$ cat src/rtl/sram_sched_pkg.sv
// Shared types and constants for the SRAM write scheduler.
// No logic; the FSM state encoding and counter width live here.
// Imported by the arbiter and the scheduler top.
package sram_sched_pkg;

   typedef enum logic [0:0] {
      INIT = 1'b0,
      RUN  = 1'b1
   } state_t;

   localparam int CONFLICT_CNT_W = 16;

endpackage

$ cat src/rtl/sram_wr_arb.sv
// Rotating-priority same-address arbiter across NUM_REQ write requesters.
// Purely combinational, zero latency.
// Losers are not granted; the caller holds them and advances the pointer.
module sram_wr_arb
   import sram_sched_pkg::*;
#(
   parameter int NUM_REQ    = 8,
   parameter int SRAM_INDEX = 4,
   parameter int PTR_W      = (NUM_REQ > 1) ? $clog2(NUM_REQ) : 1
) (
   input  logic [NUM_REQ-1:0]            i_valid,
   input  logic [NUM_REQ*SRAM_INDEX-1:0] i_addr,
   input  logic [PTR_W-1:0]              i_prio_ptr,
   output logic [NUM_REQ-1:0]            o_grant,
   output logic                          o_any_loss
);

   logic [NUM_REQ-1:0] w_grant;

   // Distance from the priority pointer; smaller means higher priority.
   function automatic int f_rank(input int idx, input int ptr);
      return (idx + NUM_REQ - ptr) % NUM_REQ;
   endfunction

   // A valid request wins unless a higher-priority valid request targets the same address.
   always_comb begin
      w_grant = i_valid;
      for (int i = 0; i < NUM_REQ; i++) begin
         for (int j = 0; j < NUM_REQ; j++) begin
            if ((j != i) && i_valid[j] &&
                (i_addr[j*SRAM_INDEX +: SRAM_INDEX] == i_addr[i*SRAM_INDEX +: SRAM_INDEX]) &&
                (f_rank(j, int'(i_prio_ptr)) < f_rank(i, int'(i_prio_ptr)))) begin
               w_grant[i] = 1'b0;
            end
         end
      end
   end

   assign o_grant    = w_grant;
   assign o_any_loss = |(i_valid & ~w_grant);

endmodule

$ cat src/rtl/sram_wr_sched.sv
// Write scheduler/initialiser for an 8-write-port SRAM: clears it, then arbitrates same-address writes.
// Accepted write appears on we_o/addrwr_o/datawr_o one cycle after acceptance.
// ready is combinational per requester; all-zero during INIT, losers wait for a later grant.
module sram_wr_sched
   import sram_sched_pkg::*;
#(
   parameter int                    SRAM_DEPTH = 16,
   parameter int                    SRAM_INDEX = 4,
   parameter int                    SRAM_WIDTH = 8,
   parameter int                    NUM_REQ    = 8,
   parameter logic [SRAM_WIDTH-1:0] INIT_VALUE = '0
) (
   input  logic                          clk,
   input  logic                          reset,
   input  logic                          flush_i,
   input  logic [NUM_REQ-1:0]            req_valid_i,
   input  logic [NUM_REQ*SRAM_INDEX-1:0] req_addr_i,
   input  logic [NUM_REQ*SRAM_WIDTH-1:0] req_data_i,
   output logic [NUM_REQ-1:0]            req_ready_o,
   output logic [NUM_REQ-1:0]            we_o,
   output logic [NUM_REQ*SRAM_INDEX-1:0] addrwr_o,
   output logic [NUM_REQ*SRAM_WIDTH-1:0] datawr_o,
   output logic                          init_done_o,
   output logic [CONFLICT_CNT_W-1:0]     conflict_cnt_o
);

   localparam int                    PTR_W     = (NUM_REQ > 1) ? $clog2(NUM_REQ) : 1;
   localparam logic [SRAM_INDEX-1:0] INIT_LAST = SRAM_INDEX'(SRAM_DEPTH - NUM_REQ);
   localparam logic [SRAM_INDEX-1:0] INIT_STEP = SRAM_INDEX'(NUM_REQ);
   localparam logic [PTR_W-1:0]      PRIO_LAST = PTR_W'(NUM_REQ - 1);

   state_t                        r_state;
   logic                          r_init_done;
   logic [SRAM_INDEX-1:0]         r_init_ptr;
   logic [PTR_W-1:0]              r_prio_ptr;
   logic [CONFLICT_CNT_W-1:0]     r_conflict_cnt;
   logic [NUM_REQ-1:0]            r_we;
   logic [NUM_REQ*SRAM_INDEX-1:0] r_addr;
   logic [NUM_REQ*SRAM_WIDTH-1:0] r_data;

   logic [NUM_REQ-1:0]            w_grant;
   logic                          w_any_loss;
   logic                          w_run;
   logic                          w_loss;

   sram_wr_arb #(
      .NUM_REQ    (NUM_REQ),
      .SRAM_INDEX (SRAM_INDEX),
      .PTR_W      (PTR_W)
   ) u_arb (
      .i_valid    (req_valid_i),
      .i_addr     (req_addr_i),
      .i_prio_ptr (r_prio_ptr),
      .o_grant    (w_grant),
      .o_any_loss (w_any_loss)
   );

   assign w_run       = (r_state == RUN);
   assign w_loss      = w_run & w_any_loss;
   assign req_ready_o = w_run ? w_grant : '0;

   // Init/run FSM: sweep the SRAM in NUM_REQ-entry strides, restart the sweep on flush.
   always_ff @(posedge clk or negedge reset) begin
      if (!reset) begin
         r_state     <= INIT;
         r_init_done <= 1'b0;
         r_init_ptr  <= '0;
      end else begin
         case (r_state)
            INIT: begin
               if (flush_i) begin
                  r_init_ptr <= '0;
               end else if (r_init_ptr == INIT_LAST) begin
                  r_state     <= RUN;
                  r_init_done <= 1'b1;
                  r_init_ptr  <= '0;
               end else begin
                  r_init_ptr <= r_init_ptr + INIT_STEP;
               end
            end
            RUN: begin
               if (flush_i) begin
                  r_state     <= INIT;
                  r_init_done <= 1'b0;
                  r_init_ptr  <= '0;
               end
            end
            default: begin
               r_state     <= INIT;
               r_init_done <= 1'b0;
               r_init_ptr  <= '0;
            end
         endcase
      end
   end

   // SRAM write-port registers: init stripe in INIT, granted requests in RUN; ungranted ports keep addr/data.
   always_ff @(posedge clk or negedge reset) begin
      if (!reset) begin
         r_we   <= '0;
         r_addr <= '0;
         r_data <= '0;
      end else if (!w_run) begin
         r_we <= '1;
         for (int i = 0; i < NUM_REQ; i++) begin
            r_addr[i*SRAM_INDEX +: SRAM_INDEX] <= r_init_ptr + SRAM_INDEX'(i);
            r_data[i*SRAM_WIDTH +: SRAM_WIDTH] <= INIT_VALUE;
         end
      end else begin
         r_we <= w_grant;
         for (int i = 0; i < NUM_REQ; i++) begin
            if (w_grant[i]) begin
               r_addr[i*SRAM_INDEX +: SRAM_INDEX] <= req_addr_i[i*SRAM_INDEX +: SRAM_INDEX];
               r_data[i*SRAM_WIDTH +: SRAM_WIDTH] <= req_data_i[i*SRAM_WIDTH +: SRAM_WIDTH];
            end
         end
      end
   end

   // Rotate priority and count (saturating) every cycle in which some valid request lost.
   always_ff @(posedge clk or negedge reset) begin
      if (!reset) begin
         r_prio_ptr     <= '0;
         r_conflict_cnt <= '0;
      end else if (w_loss) begin
         r_prio_ptr <= (r_prio_ptr == PRIO_LAST) ? '0 : r_prio_ptr + PTR_W'(1);
         if (r_conflict_cnt != '1) begin
            r_conflict_cnt <= r_conflict_cnt + CONFLICT_CNT_W'(1);
         end
      end
   end

   assign we_o           = r_we;
   assign addrwr_o       = r_addr;
   assign datawr_o       = r_data;
   assign init_done_o    = r_init_done;
   assign conflict_cnt_o = r_conflict_cnt;

endmodule

$ cat config.mk
export PLATFORM = sky130hd
export DESIGN_NAME = sram_wr_sched
export DESIGN_NICKNAME = d
export VERILOG_FILES = /design/src/rtl/sram_sched_pkg.sv /design/src/rtl/sram_wr_arb.sv /design/src/rtl/sram_wr_sched.sv
export SDC_FILE = /design/constraint.sdc
export NUM_CORES = 1
export LEC_CHECK = 0
export ABC_AREA = 1
export CAP_MARGIN = 20
export CORE_ASPECT_RATIO = 1.1
export CORE_MARGIN = 3
export CORE_UTILIZATION = 40
export DETAILED_ROUTE_END_ITERATION = 8
export GPL_ROUTABILITY_DRIVEN = 0
export GPL_TIMING_DRIVEN = 0
export PLACE_DENSITY = 0.71
export SLEW_MARGIN = 0
export SYNTH_ARGS = -nofsm -noshare
export SYNTH_HDL_FRONTEND = slang
export SYNTH_HIERARCHICAL = 1
export SYNTH_SLANG_ARGS = --single-unit
$ cat constraint.sdc
create_clock -name clk -period 3.3 [get_ports clk]
set_input_delay 0.825 -clock clk [delete_from_list [all_inputs] [get_ports clk]]
set_output_delay 0.825 -clock clk [all_outputs]
set_load 0.1 [all_outputs]
==> results.md, run 1 <==
- First-pass detailed-route iteration total: 6
- Comb pwr share: 56.0%
- Sw Share: 46.46%
- Reg clk slew, reported paths: 0.07 ns
- WP data required: 2.47 ns
- Synth Instances: 1084
- Detailed Place HPWL: 19.93 mm
- R2R Path End: conflict_cnt_o[10]
- Antenna viol nets, final: 0
- Net Switching: 0.004003 W
- Net Count, Synth: 1227
- Max Slew Vio Count: 0
- Fin Clk Skew: 0.009113 ns
- First-pass GRT wire length: 43.26 mm
- Slowest CP cell: dfrtp_2
- Worst reg-to-reg setup slack: 0.14 ns
- CP Cell Sequence: ha_4 > clkinvlp_4 > ha_4 > inv_1 > ha_4 > nor2_2 > nor2_1 > nor2_1 > nand3_1 > nand2_1 > nor2_1 > nand2_1 > inv_2 > nand2_2 > inv_2 > buf_12 > buf_12
- Max VDD drop: 0.5140 mV
- Final setup fails: 8
- Filler cell count: 1753
- Via count: 8513
- Max-cap violations: 0
- DRC violations left: 0
- DR vias/cell: 5.058
- Vias in the first global route: 8204
- Top post-synthesis cells by area: dfrtp_1 (37%), nand2_1 (14%), a22o_1 (6.7%)
- Worst Tran Pin Value: 1.048 ns
- Worst hold path class: input pin to asynchronous set/reset pin
- Synth Area per Inst: 7.804 um2
- Wire length per cell: 16.77 um
- Nets: 1556
- Run status: finished, violations left
- Fmax: 263.0 MHz
- H-Tree Depth: 4
- Number of top-level pins: 236
- Cts bufs inserted: 17
- Site Rows: 55
- Reg-to-Reg Start: r_prio_ptr[0]
- Yosys warns: 6
- Root Buffer: clkbuf_16
- RSZ-0062 raised after global routing: yes
- Synthesized area: 8459 um2
- Crit path time final: 3.802 ns
- Cell taking the most area after synthesis: dfrtp_1
- Share of layout cells above drive strength 1: 21.95%
- Die Width: 144.7 um
- Post-synth EDFFs: 0
- Commonest cells post-synth: nand2_1 (322), dfrtp_1 (126), nor2_1 (121)
- Netlist cell types: 35
- Ys flop type: dfrtp_1
- Period utilization: 115.2%
- Sequential fraction of the synthesis area: 37.27%
- Crit path DAT: 2.98 ns
- Syn-to-layout area delta: 53.60%
- Max clock buf depth: 2
- Initial antenna violation count: 1
- Die area: 22930 um2
- Endpoint class of the critical path: primary output
- Fin. Hold Viols: 0
- DRT iter0 DRCs: 831
- Kind of critical path: register to primary output
- Post-synth top area share: 37.27%
- Power per cell area: 663.2 nW/um2
- Hold_ws: 0.3051 ns
- CTS tree: done
- Initial Util: 40.98%
- Area occupied by registers: 3157 um2
- Clk sinks: 126
- Pin count of the biggest net entering global routing: 90
- Sequential share of power: 21.4%
- Multi-input gate area: 4737 um2
- P_int: 0.004614 W
- Number of port buffers: 235
- Total global routing overflow: 0
- Die height: 158.5 um
- Worst Path Max Fanout: 10
- Final setup margin: -0.5021 ns
- GR Util All Layers: 24.20%
- Worst Reg-to-Reg Cells: 25
- Worst-Skew Late Latency: 0.43 ns
- Hold-fix buffers at CTS: 0
- Violated checks: setup timing
- Most common cell in the netlist: nand2_1
- Core area: 20640 um2
- Setup tns final: -3.217 ns
- Clock share of power: 22.6%
- Drt total wl: 28.22 mm
- Largest stage delay, worst path: 0.43 ns
- Startpoint type of the worst setup path: register
- Ys async rst share: 100.0%
- Slew margin rel.: 29.94%
- FF+latch count, synth: 126
- Leakage power: 6.346 nW
==> cells by family after synthesis <==
group | Yosys count | synth area share (%)
compound gates | 111 | 10.26
buf+inv | 176 | 11.29
fa+ha+maj | 36 | 5.325
xor+xnor | 65 | 6.819
simple gates | 570 | 29.03
flops | 126 | 37.27
==> power by group through the flow <==
stage | sequential [W] | clock [W] | combinational, W
floorplan | 0.00287 | 0 | 0.00169
global placement | 0.00189 | 0 | 0.00360
detailed placement | 0.00189 | 0 | 0.00364
CTS | 0.00185 | 0.00199 | 0.00457
global route | 0.00187 | 0.00206 | 0.00514
finish | 0.00185 | 0.00195 | 0.00482
==> per-stage QoR <==
step           setup slack, ns  util, %  instances  power, W  cell area (um2)
3_3_place_gp            -4.329    54.25       1575  0.005489            11200
4_1_cts                -0.4480    61.21       1657  0.008410            12640
5_1_grt                -0.6407    62.94       1683  0.009063            12990
3_5_place_dp            -1.700    54.39       1576  0.005532            11230
2_1_floorplan          0.01099        -       1084  0.004558             8527
6_report               -0.5021    62.94       1683  0.008617            12990
==> state kept, by name (all words and copies together) (netlist names) <==
signal          count
r_state             1
conflict_cnt_o     16
r_init_ptr          1
we_o                8
datawr_o           64
init_done_o         1
addrwr_o           32
r_prio_ptr          3
==> worst max-delay path, delay by kind of cell, from the launching register on <==
kind / cells / cell delay (ns)
buffers and inverters: 6 / 0.71
DFF: 1 / 0.43
adders and majority gates: 3 / 0.77
and+or+nand+nor: 8 / 0.62
==> how the worst max path moves through the flow <==
stage / startpoint / endpoint / slack (ns)
final: r_prio_ptr[0] / req_ready_o[2] / -0.50
after global routing: r_prio_ptr[0] / req_ready_o[4] / -0.64
after detailed placement: r_prio_ptr[2] / req_ready_o[6] / -1.70
after CTS: r_prio_ptr[1] / req_ready_o[6] / -0.45
after floorplan: r_prio_ptr[0] / req_ready_o[4] / 0.01
after global placement: reset / r_prio_ptr[1] / -4.33
==> metal layers <==
layer | global-route usage, % | vias to the layer above | part of all wire (%) | wire length (um)
met1 | 31.23 | 3975 | 40 | 11380
met3 | 5.888 | 66 | 8.0 | 2268
met4 | 9.551 | 0 | 3.4 | 948
li1 | - | 4068 | - | -
met2 | 39.20 | 404 | 48 | 13620
met5 | 0 | - | 0 | 0
==> repair_timing <==
item | CTS | global route
gates resized for setup | 164 | 43
endpoints found under the setup margin | 45 | 27
pin swaps | 29 | 20
buffers inserted | 49 | 32
==> layout make-up <==
cell class                 count  area share [%]
antenna                        1         0.01926
tap                          256           2.465
clock inverter                15           1.493
inverter                     128           4.044
multi-input combinational    782           36.46
clock buffer                  17           3.274
timing repair buffer         311           23.74
sequential                   126           24.29
buffer                        47           4.218
==> layout by cell type, fill, tap and decap left out, drive strengths merged, types with 3 or more instances in the layout <==
cell type / Yosys / layout
a21oi: 8 / 8
a22o: 65 / 65
and2: 3 / 3
buf: 48 / 132
clkbuf: 0 / 17
clkdlybuf4s50: 0 / 215
clkinv: 0 / 5
clkinvlp: 0 / 3
dfrtp: 126 / 126
dlygate4sd2: 0 / 3
dlymetal6s2s: 0 / 8
ha: 36 / 36
inv: 128 / 134
nand2: 331 / 331
nand3: 72 / 72
nand3b: 9 / 9
nand4: 5 / 5
nor2: 144 / 144
nor3: 5 / 5
o21ai: 23 / 23
o22a: 12 / 12
xnor2: 3 / 3
xor2: 62 / 62
(Power assumes the default switching activity.)
==> run 2, diff against run 1 <==
--- a/config.mk
+++ b/config.mk
@@ -12,7 +12,6 @@
 export CORE_UTILIZATION = 40
 export DETAILED_ROUTE_END_ITERATION = 8
 export GPL_ROUTABILITY_DRIVEN = 0
-export GPL_TIMING_DRIVEN = 0
 export PLACE_DENSITY = 0.71
 export SLEW_MARGIN = 0
 export SYNTH_ARGS = -nofsm -noshare
==> run 2 against run 1 <==
The flow still finishes with violations (setup timing). Core utilization is 0.20 points lower. Wire length is 2.5% higher. Critical path depth is 1 lower. Design area is 0.32% lower. Flip-flop and latch count stayed put. Sequential power hardly changed. Power is 5.4% higher. Die area stayed put. Maximum frequency is 3.6% higher. Clock power is 6% lower. Highest routed layer unchanged. Non-clock buffer count is 44 higher. Sequential share of layout area is 0.068 points higher.
==> results.md, run 2 (synthesis gave the netlist of run 1 again) <==
- Drt total wl: 28.92 mm
- Most common cell on crit path: ha_4
- Die height: 158.5 um
- GR Util All Layers: 25.17%
- DRC violations left: 0
- Syn-to-layout area delta: 53.11%
- Uppermost layer routed: met4
- Fmax: 272.5 MHz
- Number of top-level pins: 236
- First-pass GRT wire length: 44.62 mm
- Antenna viol nets, final: 0
- Slew margin rel.: 55.01%
- Max Slew Vio Count: 0
- Worst Tran Pin Value: 0.6748 ns
- Power per cell area: 701.5 nW/um2
- Pin count of the biggest net entering global routing: 67
- Multi-input gate area: 4781 um2
- Initial antenna violation count: 1
- Nets: 1600
- Max clock buf depth: 2
- Leakage power: 6.679 nW
- Period utilization: 111.2%
- Clk sinks: 126
- Met1 WL: 11.92 mm
- RSZ-0062 raised after global routing: yes
- Cts bufs inserted: 17
- Via count: 8682
- Site Rows: 55
- Fin. Hold Viols: 0
- Vias in the first global route: 8472
- Final instance area: 12950 um2
- Root Buffer: clkbuf_16
- DRT iter0 DRCs: 685
- Run status: finished, violations left
- Core area: 20640 um2
- Violated checks: setup timing
- Kind of critical path: register to primary output
- Max VDD drop: 0.5720 mV
- Wire length per cell: 16.75 um
- CTS tree: done
- Initial Util: 40.98%
- Final setup margin: -0.3704 ns
- Largest register FFs: 64
- Detailed Place HPWL: 21.56 mm
- WP data required: 2.47 ns
- Total global routing overflow: 0
- Worst hold path class: input pin to asynchronous set/reset pin
- Area occupied by registers: 3156 um2
- Worst-Skew Late Latency: 0.44 ns
- Crit path DAT: 2.85 ns
- Commonest cells after routing, fill and taps aside: nand2_1 (308), buf_4 (254), dfrtp_1 (124)
- First-pass detailed-route iteration total: 5
- H-Tree Depth: 4
- Slowest CP cell: dfrtp_1
- DR vias/cell: 5.027
- Fin Clk Skew: 0.02751 ns
- CP Cell Sequence: inv_2 > ha_4 > inv_4 > ha_4 > inv_4 > ha_4 > a21oi_2 > nor2_2 > nand3_2 > nand2_2 > nor2_2 > nand2_1 > inv_1 > nand2_1 > inv_2 > buf_12
- Die area: 22930 um2
- Startpoint type of the worst setup path: register
- Filler cell count: 1730
- Largest stage delay, worst path: 0.41 ns
- Worst Reg-to-Reg Cells: 29
- Endpoint class of the critical path: primary output
- Number of port buffers: 235
- Reg clk slew, reported paths: 0.06 ns
- Max-cap violations: 0
- Commonest non-fill, non-tap cell in the layout: nand2_1
- Final core utilization: 62.74%
- Crit path time final: 3.670 ns
- Worst Path Max Fanout: 3
- DP Area: 11560 um2
- WL met3: 2.220 mm
- Final setup fails: 27
- Die Width: 144.7 um
- Share of layout cells above drive strength 1: 32.65%
- Met2 WL post-DR: 13.76 mm
## run 2: cell type report
class,count,share of cell area [%]
Antenna cell,1,0.01932
Clock buffer,17,3.284
Clock inverter,15,1.121
Inverter,128,3.903
Multi-Input combinational cell,782,36.91
Sequential cell,126,24.36
Tap cell,256,2.473
Timing Repair Buffer,402,27.93
## run 2: routing by layer
layer  up-vias  track usage, %
met5         -               0
met4         0           11.33
met3        66           5.858
met2       402           40.81
met1      4047           32.02
li1       4167               -
## run 2: power breakdown
part           switching [W]  total, W  leakage [nW]  internal (W)
clock               0.000841   0.00184         0.273       0.00100
combinational        0.00329   0.00540          4.79       0.00211
sequential          0.000137   0.00184          1.62       0.00170
total                0.00427   0.00909          6.68       0.00482
## run 2: worst paths after layout
path,slack (ns),to,startpoint
max in group asynchronous,2.19,we_o[2],reset
worst min-delay path,0.38,datawr_o[44],reset
worst max register to register,-0.26,conflict_cnt_o[15],r_prio_ptr[0]
worst max-delay path,-0.37,req_ready_o[0],r_prio_ptr[0]
min in group clk,0.48,addrwr_o[31],addrwr_o[31]
worst min register to register,0.48,addrwr_o[31],addrwr_o[31]
## run 2: stage by stage
stage	cells	setup slack [ns]	setup TNS [ns]	total power [W]	hold WS [ns]
floorplan	1084	0.01099	0	0.004558	0.5101
global placement	1653	-0.3262	-5.235	0.005963	0.4671
detailed placement	1653	-0.3378	-5.554	0.006010	0.4706
CTS	1715	-0.3526	-3.261	0.008629	0.4139
global route	1727	-0.4739	-8.582	0.009553	0.4230
finish	1727	-0.3704	-5.232	0.009087	0.3779
## run 2: critical path: cells and delay by family, from the launching register on
kind,cells,cell delay [ns]
adders and majority gates,3,0.70
buffers and inverters,6,0.58
and+or+nand+nor,6,0.54
DFF,1,0.41
AOI/OAI and AO/OA,1,0.18
## run 2: what timing repair did
item	CTS	global route
endpoints found under the setup margin	24	27
setup buffers	49	10
hold buffers	0	0
pin swaps	49	19
cloned	0	1
resized for setup	111	33
